==> src/rtl/i2c_slave_resp_if.sv <==
// ---------------------------------------------------------------------------
// i2c_slave_resp_if
// Bus/handshake bundle for the I2C target.
//   scl_in   : raw SCL from pad (asynchronous to clk)
//   sda_in   : raw SDA from pad (asynchronous to clk)
//   sda_oe   : 1 = pull SDA low (open-drain), 0 = release
//   rx_data  : last byte written by the bus master
//   rx_valid : one-clk pulse when rx_data updates
//   tx_data  : byte to return on the next read
//   tx_req   : one-clk pulse requesting the next read byte
//   busy     : 1 from address match until STOP / repeated START / NACK end
//   rw       : R/W bit of the last matched address byte (1 = read)
// Modport 'slave' is the target side, 'master' is the environment side.
// ---------------------------------------------------------------------------
interface i2c_slave_resp_if;
    logic       scl_in;
    logic       sda_in;
    logic       sda_oe;
    logic [7:0] rx_data;
    logic       rx_valid;
    logic [7:0] tx_data;
    logic       tx_req;
    logic       busy;
    logic       rw;

    modport slave (
        input  scl_in, sda_in, tx_data,
        output sda_oe, rx_data, rx_valid, tx_req, busy, rw
    );

    modport master (
        output scl_in, sda_in, tx_data,
        input  sda_oe, rx_data, rx_valid, tx_req, busy, rw
    );
endinterface

==> src/rtl/i2c_slave_resp.sv <==
// ---------------------------------------------------------------------------
// i2c_slave_resp
// I2C target: oversamples SCL/SDA on clk, detects START/STOP, matches a 7-bit
// address and ACKs it, then either receives write bytes (always ACKed) or
// returns read bytes fetched through a tx_req/tx_data handshake.
// Ports:
//   clk   : system clock, all logic on the rising edge
//   reset : synchronous, active-low
//   bus   : i2c_slave_resp_if.slave (see interface header for signal list)
// All outputs are registered. No clock stretching, no arbitration.
// ---------------------------------------------------------------------------
module i2c_slave_resp #(
    parameter logic [6:0] SLAVE_ADDR = 7'h50
) (
    input  logic            clk,
    input  logic            reset,
    i2c_slave_resp_if.slave bus
);

    typedef enum logic [2:0] {
        ST_IDLE     = 3'd0,
        ST_ADDR     = 3'd1,
        ST_ADDR_ACK = 3'd2,
        ST_WR_DATA  = 3'd3,
        ST_WR_ACK   = 3'd4,
        ST_RD_DATA  = 3'd5,
        ST_RD_ACK   = 3'd6,
        ST_WAIT     = 3'd7
    } state_t;

    // Synchronizer and edge-detect flops
    logic r_scl_s1, r_scl_s2, r_scl_d;
    logic r_sda_s1, r_sda_s2, r_sda_d;

    // FSM state and registered outputs
    state_t     r_state;
    logic [7:0] r_shift;
    logic [2:0] r_cnt;
    // Phase flag: in ACK states it marks "ACK already driven" (ADDR_ACK /
    // WR_ACK) or "master ACKed, waiting for the fall" (RD_ACK).
    logic       r_done;
    logic       r_sda_oe;
    logic [7:0] r_rx_data;
    logic       r_rx_valid;
    logic       r_tx_req;
    logic       r_busy;
    logic       r_rw;

    // Next-state values
    state_t     w_state_nxt;
    logic [7:0] w_shift_nxt;
    logic [2:0] w_cnt_nxt;
    logic       w_done_nxt;
    logic       w_sda_oe_nxt;
    logic [7:0] w_rx_data_nxt;
    logic       w_rx_valid_nxt;
    logic       w_tx_req_nxt;
    logic       w_busy_nxt;
    logic       w_rw_nxt;

    logic       w_scl_rise, w_scl_fall, w_sda_rise, w_sda_fall;
    logic       w_start, w_stop;
    logic [7:0] w_shift_in;

    assign w_scl_rise = r_scl_s2 & ~r_scl_d;
    assign w_scl_fall = ~r_scl_s2 & r_scl_d;
    assign w_sda_rise = r_sda_s2 & ~r_sda_d;
    assign w_sda_fall = ~r_sda_s2 & r_sda_d;
    // SDA edges while SCL is high are bus conditions, never data
    assign w_start    = w_sda_fall & r_scl_s2;
    assign w_stop     = w_sda_rise & r_scl_s2;
    assign w_shift_in = {r_shift[6:0], r_sda_s2};

    // Two-flop synchronizers plus one delayed copy for edge detection
    always_ff @(posedge clk) begin
        if (!reset) begin
            r_scl_s1 <= 1'b1;
            r_scl_s2 <= 1'b1;
            r_scl_d  <= 1'b1;
            r_sda_s1 <= 1'b1;
            r_sda_s2 <= 1'b1;
            r_sda_d  <= 1'b1;
        end else begin
            r_scl_s1 <= bus.scl_in;
            r_scl_s2 <= r_scl_s1;
            r_scl_d  <= r_scl_s2;
            r_sda_s1 <= bus.sda_in;
            r_sda_s2 <= r_sda_s1;
            r_sda_d  <= r_sda_s2;
        end
    end

    // FSM state register and registered outputs
    always_ff @(posedge clk) begin
        if (!reset) begin
            r_state    <= ST_IDLE;
            r_shift    <= 8'h00;
            r_cnt      <= 3'd0;
            r_done     <= 1'b0;
            r_sda_oe   <= 1'b0;
            r_rx_data  <= 8'h00;
            r_rx_valid <= 1'b0;
            r_tx_req   <= 1'b0;
            r_busy     <= 1'b0;
            r_rw       <= 1'b0;
        end else begin
            r_state    <= w_state_nxt;
            r_shift    <= w_shift_nxt;
            r_cnt      <= w_cnt_nxt;
            r_done     <= w_done_nxt;
            r_sda_oe   <= w_sda_oe_nxt;
            r_rx_data  <= w_rx_data_nxt;
            r_rx_valid <= w_rx_valid_nxt;
            r_tx_req   <= w_tx_req_nxt;
            r_busy     <= w_busy_nxt;
            r_rw       <= w_rw_nxt;
        end
    end

    // Next-state and output logic; START/STOP outrank any SCL edge
    always_comb begin
        w_state_nxt    = r_state;
        w_shift_nxt    = r_shift;
        w_cnt_nxt      = r_cnt;
        w_done_nxt     = r_done;
        w_sda_oe_nxt   = r_sda_oe;
        w_rx_data_nxt  = r_rx_data;
        w_rx_valid_nxt = 1'b0;
        w_tx_req_nxt   = 1'b0;
        w_busy_nxt     = r_busy;
        w_rw_nxt       = r_rw;

        if (w_start) begin
            w_state_nxt  = ST_ADDR;
            w_cnt_nxt    = 3'd0;
            w_done_nxt   = 1'b0;
            w_sda_oe_nxt = 1'b0;
            w_busy_nxt   = 1'b0;
        end else if (w_stop) begin
            w_state_nxt  = ST_IDLE;
            w_cnt_nxt    = 3'd0;
            w_done_nxt   = 1'b0;
            w_sda_oe_nxt = 1'b0;
            w_busy_nxt   = 1'b0;
        end else begin
            case (r_state)
                ST_IDLE: begin
                    w_sda_oe_nxt = 1'b0;
                end

                ST_ADDR: begin
                    if (w_scl_rise) begin
                        w_shift_nxt = w_shift_in;
                        if (r_cnt == 3'd7) begin
                            w_cnt_nxt  = 3'd0;
                            w_done_nxt = 1'b0;
                            if (w_shift_in[7:1] == SLAVE_ADDR) begin
                                w_rw_nxt     = w_shift_in[0];
                                w_busy_nxt   = 1'b1;
                                // Ask for the first read byte early: it is
                                // only loaded at the end of the ACK slot
                                w_tx_req_nxt = w_shift_in[0];
                                w_state_nxt  = ST_ADDR_ACK;
                            end else begin
                                w_state_nxt = ST_IDLE;
                            end
                        end else begin
                            w_cnt_nxt = r_cnt + 3'd1;
                        end
                    end else begin
                        w_shift_nxt = r_shift;
                    end
                end

                ST_ADDR_ACK, ST_WR_ACK: begin
                    if (w_scl_fall) begin
                        if (!r_done) begin
                            w_sda_oe_nxt = 1'b1;
                            w_done_nxt   = 1'b1;
                        end else begin
                            w_cnt_nxt  = 3'd0;
                            w_done_nxt = 1'b0;
                            if ((r_state == ST_ADDR_ACK) && r_rw) begin
                                w_shift_nxt  = bus.tx_data;
                                w_sda_oe_nxt = ~bus.tx_data[7];
                                w_state_nxt  = ST_RD_DATA;
                            end else begin
                                w_sda_oe_nxt = 1'b0;
                                w_state_nxt  = ST_WR_DATA;
                            end
                        end
                    end else begin
                        w_done_nxt = r_done;
                    end
                end

                ST_WR_DATA: begin
                    if (w_scl_rise) begin
                        w_shift_nxt = w_shift_in;
                        if (r_cnt == 3'd7) begin
                            w_rx_data_nxt  = w_shift_in;
                            w_rx_valid_nxt = 1'b1;
                            w_cnt_nxt      = 3'd0;
                            w_done_nxt     = 1'b0;
                            w_state_nxt    = ST_WR_ACK;
                        end else begin
                            w_cnt_nxt = r_cnt + 3'd1;
                        end
                    end else begin
                        w_shift_nxt = r_shift;
                    end
                end

                ST_RD_DATA: begin
                    // Bit 7 is already on the bus at entry; each fall
                    // presents the next bit, the 8th fall frees SDA.
                    if (w_scl_fall) begin
                        if (r_cnt == 3'd7) begin
                            w_sda_oe_nxt = 1'b0;
                            w_cnt_nxt    = 3'd0;
                            w_done_nxt   = 1'b0;
                            w_state_nxt  = ST_RD_ACK;
                        end else begin
                            w_shift_nxt  = {r_shift[6:0], 1'b0};
                            w_sda_oe_nxt = ~r_shift[6];
                            w_cnt_nxt    = r_cnt + 3'd1;
                        end
                    end else begin
                        w_shift_nxt = r_shift;
                    end
                end

                ST_RD_ACK: begin
                    if (w_scl_rise && !r_done) begin
                        if (!r_sda_s2) begin
                            w_tx_req_nxt = 1'b1;
                            w_done_nxt   = 1'b1;
                        end else begin
                            w_busy_nxt  = 1'b0;
                            w_cnt_nxt   = 3'd0;
                            w_done_nxt  = 1'b0;
                            w_state_nxt = ST_WAIT;
                        end
                    end else if (w_scl_fall && r_done) begin
                        w_shift_nxt  = bus.tx_data;
                        w_sda_oe_nxt = ~bus.tx_data[7];
                        w_cnt_nxt    = 3'd0;
                        w_done_nxt   = 1'b0;
                        w_state_nxt  = ST_RD_DATA;
                    end else begin
                        w_done_nxt = r_done;
                    end
                end

                ST_WAIT: begin
                    w_sda_oe_nxt = 1'b0;
                end

                default: begin
                    w_state_nxt  = ST_IDLE;
                    w_sda_oe_nxt = 1'b0;
                    w_busy_nxt   = 1'b0;
                end
            endcase
        end
    end

    assign bus.sda_oe   = r_sda_oe;
    assign bus.rx_data  = r_rx_data;
    assign bus.rx_valid = r_rx_valid;
    assign bus.tx_req   = r_tx_req;
    assign bus.busy     = r_busy;
    assign bus.rw       = r_rw;

endmodule

==> src/flat_wrapper.sv <==
// flat-port wrapper written by rule: the top's interface ports become plain ports
module i2c_slave_resp_flat 
#(
    parameter logic [6:0] SLAVE_ADDR = 7'h50
)
  (clk, reset, bus_scl_in, bus_sda_in, bus_tx_data, bus_sda_oe, bus_rx_data, bus_rx_valid, bus_tx_req, bus_busy, bus_rw);
  i2c_slave_resp_if bus_i ();
  input  logic clk;
  input  logic reset;
  input wire logic [$bits(bus_i.scl_in)-1:0] bus_scl_in;
  input wire logic [$bits(bus_i.sda_in)-1:0] bus_sda_in;
  input wire logic [$bits(bus_i.tx_data)-1:0] bus_tx_data;
  output wire logic [$bits(bus_i.sda_oe)-1:0] bus_sda_oe;
  output wire logic [$bits(bus_i.rx_data)-1:0] bus_rx_data;
  output wire logic [$bits(bus_i.rx_valid)-1:0] bus_rx_valid;
  output wire logic [$bits(bus_i.tx_req)-1:0] bus_tx_req;
  output wire logic [$bits(bus_i.busy)-1:0] bus_busy;
  output wire logic [$bits(bus_i.rw)-1:0] bus_rw;
  assign bus_i.scl_in = bus_scl_in;
  assign bus_i.sda_in = bus_sda_in;
  assign bus_i.tx_data = bus_tx_data;
  assign bus_sda_oe = bus_i.sda_oe;
  assign bus_rx_data = bus_i.rx_data;
  assign bus_rx_valid = bus_i.rx_valid;
  assign bus_tx_req = bus_i.tx_req;
  assign bus_busy = bus_i.busy;
  assign bus_rw = bus_i.rw;
  i2c_slave_resp #(.SLAVE_ADDR(SLAVE_ADDR)) u_core (.clk(clk), .reset(reset), .bus(bus_i));
endmodule
==> config.mk <==
export PLATFORM = sky130hd
export DESIGN_NAME = i2c_slave_resp_flat
export DESIGN_NICKNAME = d
export VERILOG_FILES = /design/src/rtl/i2c_slave_resp_if.sv /design/src/rtl/i2c_slave_resp.sv /design/src/flat_wrapper.sv
export SDC_FILE = /design/constraint.sdc
export NUM_CORES = 1
export LEC_CHECK = 0
export ABC_AREA = 1
export BUFFER_PORTS_ARGS = -buffer_cell sky130_fd_sc_hd__buf_2
export CAP_MARGIN = 0
export CORE_MARGIN = 5
export CORE_UTILIZATION = 60
export CTS_CLUSTER_SIZE = 40
export DETAILED_ROUTE_END_ITERATION = 7
export GPL_ROUTABILITY_DRIVEN = 1
export GPL_TIMING_DRIVEN = 0
export PLACE_DENSITY = 0.83
export SETUP_SLACK_MARGIN = 0.02
export SLEW_MARGIN = 40
export SYNTH_ARGS = -nofsm -noshare
export SYNTH_HDL_FRONTEND = slang
export SYNTH_SLANG_ARGS = --single-unit
==> constraint.sdc <==
create_clock -name clk -period 5.1 [get_ports clk]
set_clock_uncertainty 0.2 [all_clocks]
set_input_delay 0 -clock clk [delete_from_list [all_inputs] [get_ports clk]]
set_output_delay 0 -clock clk [all_outputs]
set_load 0.1 [all_outputs]
Word-level counts from Yosys, hierarchy flattened
Index checks and enable logic that the tools add are counted.
{ "op_classes": {"reduce_logical": 24, "add_sub_neg": 1, "bitwise_logic": 17, "eq_ne": 37, "muxes": 63} }
{ "op_table": {"columns": ["operator", "n"], "rows": [
  ["two-way mux 3 bit", 20],
  ["two-way mux 7 bit", 8],
  ["AND reduction 11 bit", 3],
  ["inequality test 4 x 1 -> 1 bit, second input constant", 8],
  ["inequality test 2 x 1 -> 1 bit, second input constant", 14],
  ["one-hot mux 7 bit (4 select lines)", 1],
  ["two-way mux 1 bit", 27],
  ["== test 3 bit, second input constant", 5],
  ["one-hot mux 3 bit (5 select lines)", 1],
  ["AND reduction 5 bit", 3],
  ["one-hot mux 3 bit (4 select lines)", 1],
  ["AND reduction 6 bit", 2],
  ["NOT 1 bit", 11],
  ["one-hot mux 1 bit (4 select lines)", 2],
  ["nonzero test 4 bit", 2],
  ["== test 7 bit, second input constant", 1],
  ["AND reduction 7 bit", 1],
  ["nonzero test 7 bit", 1],
  ["bitwise AND 1 bit", 6],
  ["== test 3 x 2 -> 1 bit, second input constant", 2],
  ["OR reduction 2 bit", 3],
  ["inequality test 5 x 1 -> 1 bit, second input constant", 1],
  ["inequality test 5 x 2 -> 1 bit, second input constant", 1],
  ["nonzero test 5 bit", 1],
  ["13 further kinds", 17]
]} }
{ "totals": {"elab_cells": 159, "register_bits": 33, "out_inout_bits": 13, "input_bits": 12} }

Depth between registers and ports, before layout
{ "logic_depth": {"word_depth": 8, "depth_mapped": 11, "ltp_nobuf": 11} }

Worst setup path before layout
OpenSTA, ideal clock, no wires.
{ "synth_timing": {"path_kind": "reg-to-reg", "from": "reg u_core.r_rw, in the netlist u_core.bus.rw", "to": "reg u_core.r_shift[3]", "setup_time_ps": 115, "slack_ps": 2971, "synth_period_minus_slack_ps": 2129, "arrival_time_ps": 1814, "required_time_ps": 4785, "stages_incl_launch_ff": 9, "n_path_buf": 1, "cell_sequence": "dfxtp_1 > nand4_1 > nand2_1 > nand2_2 > nor2_4 > buf_6 > nand3b_1 > nand2_1 > nor2_1"} }
{ "synth_via": {"elab_chain_len": 3} }
{ "synth_rtl": {"columns": ["element", "line", "rtl"], "rows": [
  ["from (decl)", "i2c_slave_resp.sv:47", "logic r_rw;"],
  ["from (signal assigned)", "i2c_slave_resp.sv:116", "r_rw <= w_rw_nxt;"],
  ["logical AND 1 bit", "i2c_slave_resp.sv:183", "if ((r_state == ST_ADDR_ACK) && r_rw) begin"],
  ["inequality test 2 x 1 -> 1 bit (no line)", null, null],
  ["AND reduction 11 bit (no line)", null, null],
  ["to (signal assigned)", "i2c_slave_resp.sv:108", "r_shift <= w_shift_nxt;"],
  ["to (decl)", "i2c_slave_resp.sv:37", "logic [7:0] r_shift;"]
]} }
Every way passes these cells.
A chain may end at the register's enable or synchronous reset.

Worst setup path after layout
{ "layout_timing": {"from": "reg u_core.r_cnt[0]", "to": "reg u_core.r_rx_data[3], in the netlist u_core.bus.rx_data[3]"} }
{ "layout_via": {"elab_chain_len": 2} }
{ "layout_rtl": {"columns": ["element", "line", "rtl"], "rows": [
  ["from (decl)", "i2c_slave_resp.sv:38", "logic [2:0] r_cnt;"],
  ["from (signal assigned)", "i2c_slave_resp.sv:109", "r_cnt <= w_cnt_nxt;"],
  ["== test 3 bit", "i2c_slave_resp.sv:200", "if (r_cnt == 3'd7) begin"],
  ["AND reduction 5 bit (no line)", null, null],
  ["to (signal assigned)", "i2c_slave_resp.sv:112", "r_rx_data <= w_rx_data_nxt;"],
  ["to (decl)", "i2c_slave_resp.sv:43", "logic [7:0] r_rx_data;"]
]} }
Every way passes these cells.

==> metrics.yaml <==
status:
  status: "completed"
synthesis:
  ys.flop_type: "dfxtp_1"
  synthArstFlopShare_pct: 0
  syn_area_sq_um: 1770
  ys_seq_elements: 33
  synth.avg_cell_area_sq_um: 6.80
  seq_area_frac_synth_pct: 37.3
  synth_edf_count: 0
  syn_nets: 274
  synth_top_area_share_pct: 37.3
  yosys.area.top_type: "dfxtp_1"
  synth_cells: 260
  ys_types: 30
  yosys_warnings: 0
  synthTopCellsByCount: "nand2_1, nor2_1, dfxtp_1"
  yosysMostFrequentCell: "nand2_1"
  synth_area_leaders: "dfxtp_1, nand2_1, nor2_1"
global_route:
  grt_pass1_wl_mm: 7.18
  grt_overflow: 0
  antenna_found_initial: 0
  grt_max_degree: 12
  grt_pass1_vias: 1637
  gr-usage-all-layers_pct: 22.0
timing:
  drv_slew: 0
  grt_setup_unrepaired: "false"
  fmax_mhz: 538
  tightestPinTransition_ns: 0.493
  min_period_ns: 1.86
  fin_ws_ns: 3.24
  finalHoldViolations: 0
  finalSetupTns_ns: 0
  fin_crit_sh_pct: 36.5
  maxSlewHeadroom_pct: 67.3
  setup_viol: 0
worst_setup_path:
  cp_slowest_stage_delay_ns: 0.37
  critPathTopFamily: "simple AND/OR/NAND/NOR gates"
  slowest_stage: "dfxtp_1"
  reg2reg_from: "u_core.r_cnt[0]"
  crit_top_cell: "ha_1"
  cp-end-kind: "register"
  path_depth: 7
  path_cells: "ha_1 > ha_1 > nand3_1 > nor3_2 > buf_2 > o21ai_0 > a21oi_1"
  critPathArrivalTime_ns: 1.93
  start_kind: "register"
  crit_fanout: 10
  regToRegSetupSlack_ns: 3.24
  cp.required_ns: 5.17
  rr_endpoint: "u_core.bus.rx_data[3]"
  crit_buf_inv: 1
  r2r_cells: 7
  critPathKind: "reg2reg"
min_path:
  whs_endpoint: "u_core.r_scl_s1"
  min_path_type: "in2reg"
  whs_path_depth: 3
  hp-start: "bus_scl_in"
routing:
  ant_nets: 0
  wl_per_cell_microns: 12.7
  drt-initial-drc-count: 87
  routed_wl_mm: 4.24
  drt-pass1-iter-count: 4
  drc: 0
  vias_per_cell: 5.24
  vias: 1750
clock_tree:
  cts.sinks: 33
  cts_root_buffer: "clkbuf_4"
  cts-buffers-inserted: 5
  cts_setup_buffers: 0
  clk_pin_slew_worst_paths_ns: 0.11
  clkLatencyLatePin_ns: 0.34
  cts_htree_levels: 2
  cts_tree: "built"
  cts_buffer_depth: 2
cells_and_area:
  finalNonFillerCells: 334
  nets: 316
  layout-drive-gt1-share_pct: 21.5
  diodes: 0
  syn2layout_area_growth_pct: 18.3
place:
  post-place-ws_ns: 3.25
  hpwl_mm: 3.07
  post-place-cells: 315
  gp_congestion: 0.913
  port_buffers: 24
die:
  fp.coreArea_sq_um: 2780
  start_util_pct: 63.6
  ios: 25
  die_w_microns: 64.3
  num_rows: 19
  dieArea_sq_um: 4130
  die_y_microns: 64.3
job:
  drv_cap: 0
power:
  power_leakage_uw: 0.00110
  ir_drop_mv: 0.608
  pwr_density_cell_nw_per_um2: 606
## cell families (layout without fill, tap and decap cells)
group	count (synthesis)	in the layout	synth area share, %
adders and majority gates	2	2	1.41
and+or+nand+nor	154	154	41.5
DFF	33	33	37.3
buffers and inverters	35	78	8.77
AOI/OAI and AO/OA	36	36	11.0
## final cells by class
| type | instances | area, sq um |
|---|---|---|
| inverters | 30 | 115 |
| plain buffers | 5 | 40.0 |
| clock buffers | 5 | 37.5 |
| repair buffers | 35 | 230 |
| clock inverters | 3 | 17.5 |
| flip-flops and latches | 33 | 661 |
| multi-input cells | 192 | 953 |
| fillers | 243 | 688 |
| well taps | 31 | 38.8 |
## timing repair
action / 4_1_cts / 5_1_grt
gates resized for setup: 0 / 0
endpoints found under the hold margin: 24 / 0
hold buffers: 11 / 0
setup endpoints to repair: 0 / 0
## through the flow
| stage | hold WS (ns) | power, uW | instance area [sq um] | utilization (%) |
|---|---|---|---|---|
| 2_1_floorplan | -0.0934 | 979 | 1770 | - |
| 3_3_place_gp | -0.0129 | 1100 | 1930 | 69.3 |
| 3_5_place_dp | -0.00756 | 1110 | 1930 | 69.3 |
| 4_1_cts | 0.161 | 1270 | 2090 | 75.3 |
| 5_1_grt | 0.199 | 1370 | 2090 | 75.3 |
| 6_report | 0.179 | 1270 | 2090 | 75.3 |
## worst max-delay path by stage
stage                               start                     to  slack (ns)
after floorplan             u_core.bus.rw      u_core.r_shift[3]        2.97
after global placement    u_core.r_cnt[0]  u_core.bus.rx_data[3]        3.31
after detailed placement  u_core.r_cnt[0]  u_core.bus.rx_data[3]        3.25
after CTS                 u_core.r_cnt[0]  u_core.bus.rx_data[3]        3.22
after global routing      u_core.r_cnt[0]  u_core.bus.rx_data[4]        3.05
final                     u_core.r_cnt[0]  u_core.bus.rx_data[3]        3.24
## power breakdown
part | switching, uW | leakage, uW | internal (uW)
logic | 462 | 0.000796 | 278
clock network | 95.0 | 0.0000310 | 51.9
registers | 64.0 | 0.000269 | 317
## cell usage in the layout, fill, tap and decap left out, types with 2 or more instances in the layout
master,synthesis,final
nand2_2,6,6
dfxtp_1,33,33
nor2_4,2,2
or2_2,4,4
nand4_1,3,3
nand3_1,10,10
ha_1,2,2
clkbuf_4,0,5
o22ai_1,2,2
inv_2,4,4
o21ai_1,2,2
nand2_4,4,4
o21ai_0,16,16
dlygate4sd3_1,0,11
nand3_2,4,4
nand3b_1,8,8
inv_1,24,24
buf_2,2,26
a21oi_1,12,12
nor3_1,2,2
a21oi_2,2,2
nand2_1,60,60
nor2_1,49,49
clkinv_2,0,2
## registers in the layout (all words and copies together), names as in the netlist
| signal | count |
|---|---|
| u_core.r_scl_s1 | 1 |
| u_core.bus.busy | 1 |
| u_core.r_sda_s2 | 1 |
| u_core.bus.rx_valid | 1 |
| u_core.r_scl_d | 1 |
| u_core.r_scl_s2 | 1 |
| u_core.r_sda_d | 1 |
| u_core.r_done | 1 |
| u_core.r_sda_s1 | 1 |
| u_core.bus.sda_oe | 1 |
| u_core.r_shift | 7 |
| u_core.bus.rx_data | 8 |
| u_core.r_state | 3 |
| u_core.r_cnt | 3 |
| u_core.bus.rw | 1 |
| u_core.bus.tx_req | 1 |
## worst reg2reg max path, delay by kind of cell (launching register included)
kind            cells  cell delay [ns]
compound gates      2             0.24
fa+ha+maj           2             0.37
buf+inv             1             0.23
flops               1             0.37
simple gates        2             0.38
## routing by layer
metal,vias to the layer above,routed length [microns],GRT usage [%]
li1,909,-,-
met1,770,1910,27.1
met2,57,1940,35.1
met3,14,298,7.18
met4,0,98,9.41
met5,-,0,0
Note: power is estimated with default switching activity, not from simulation.
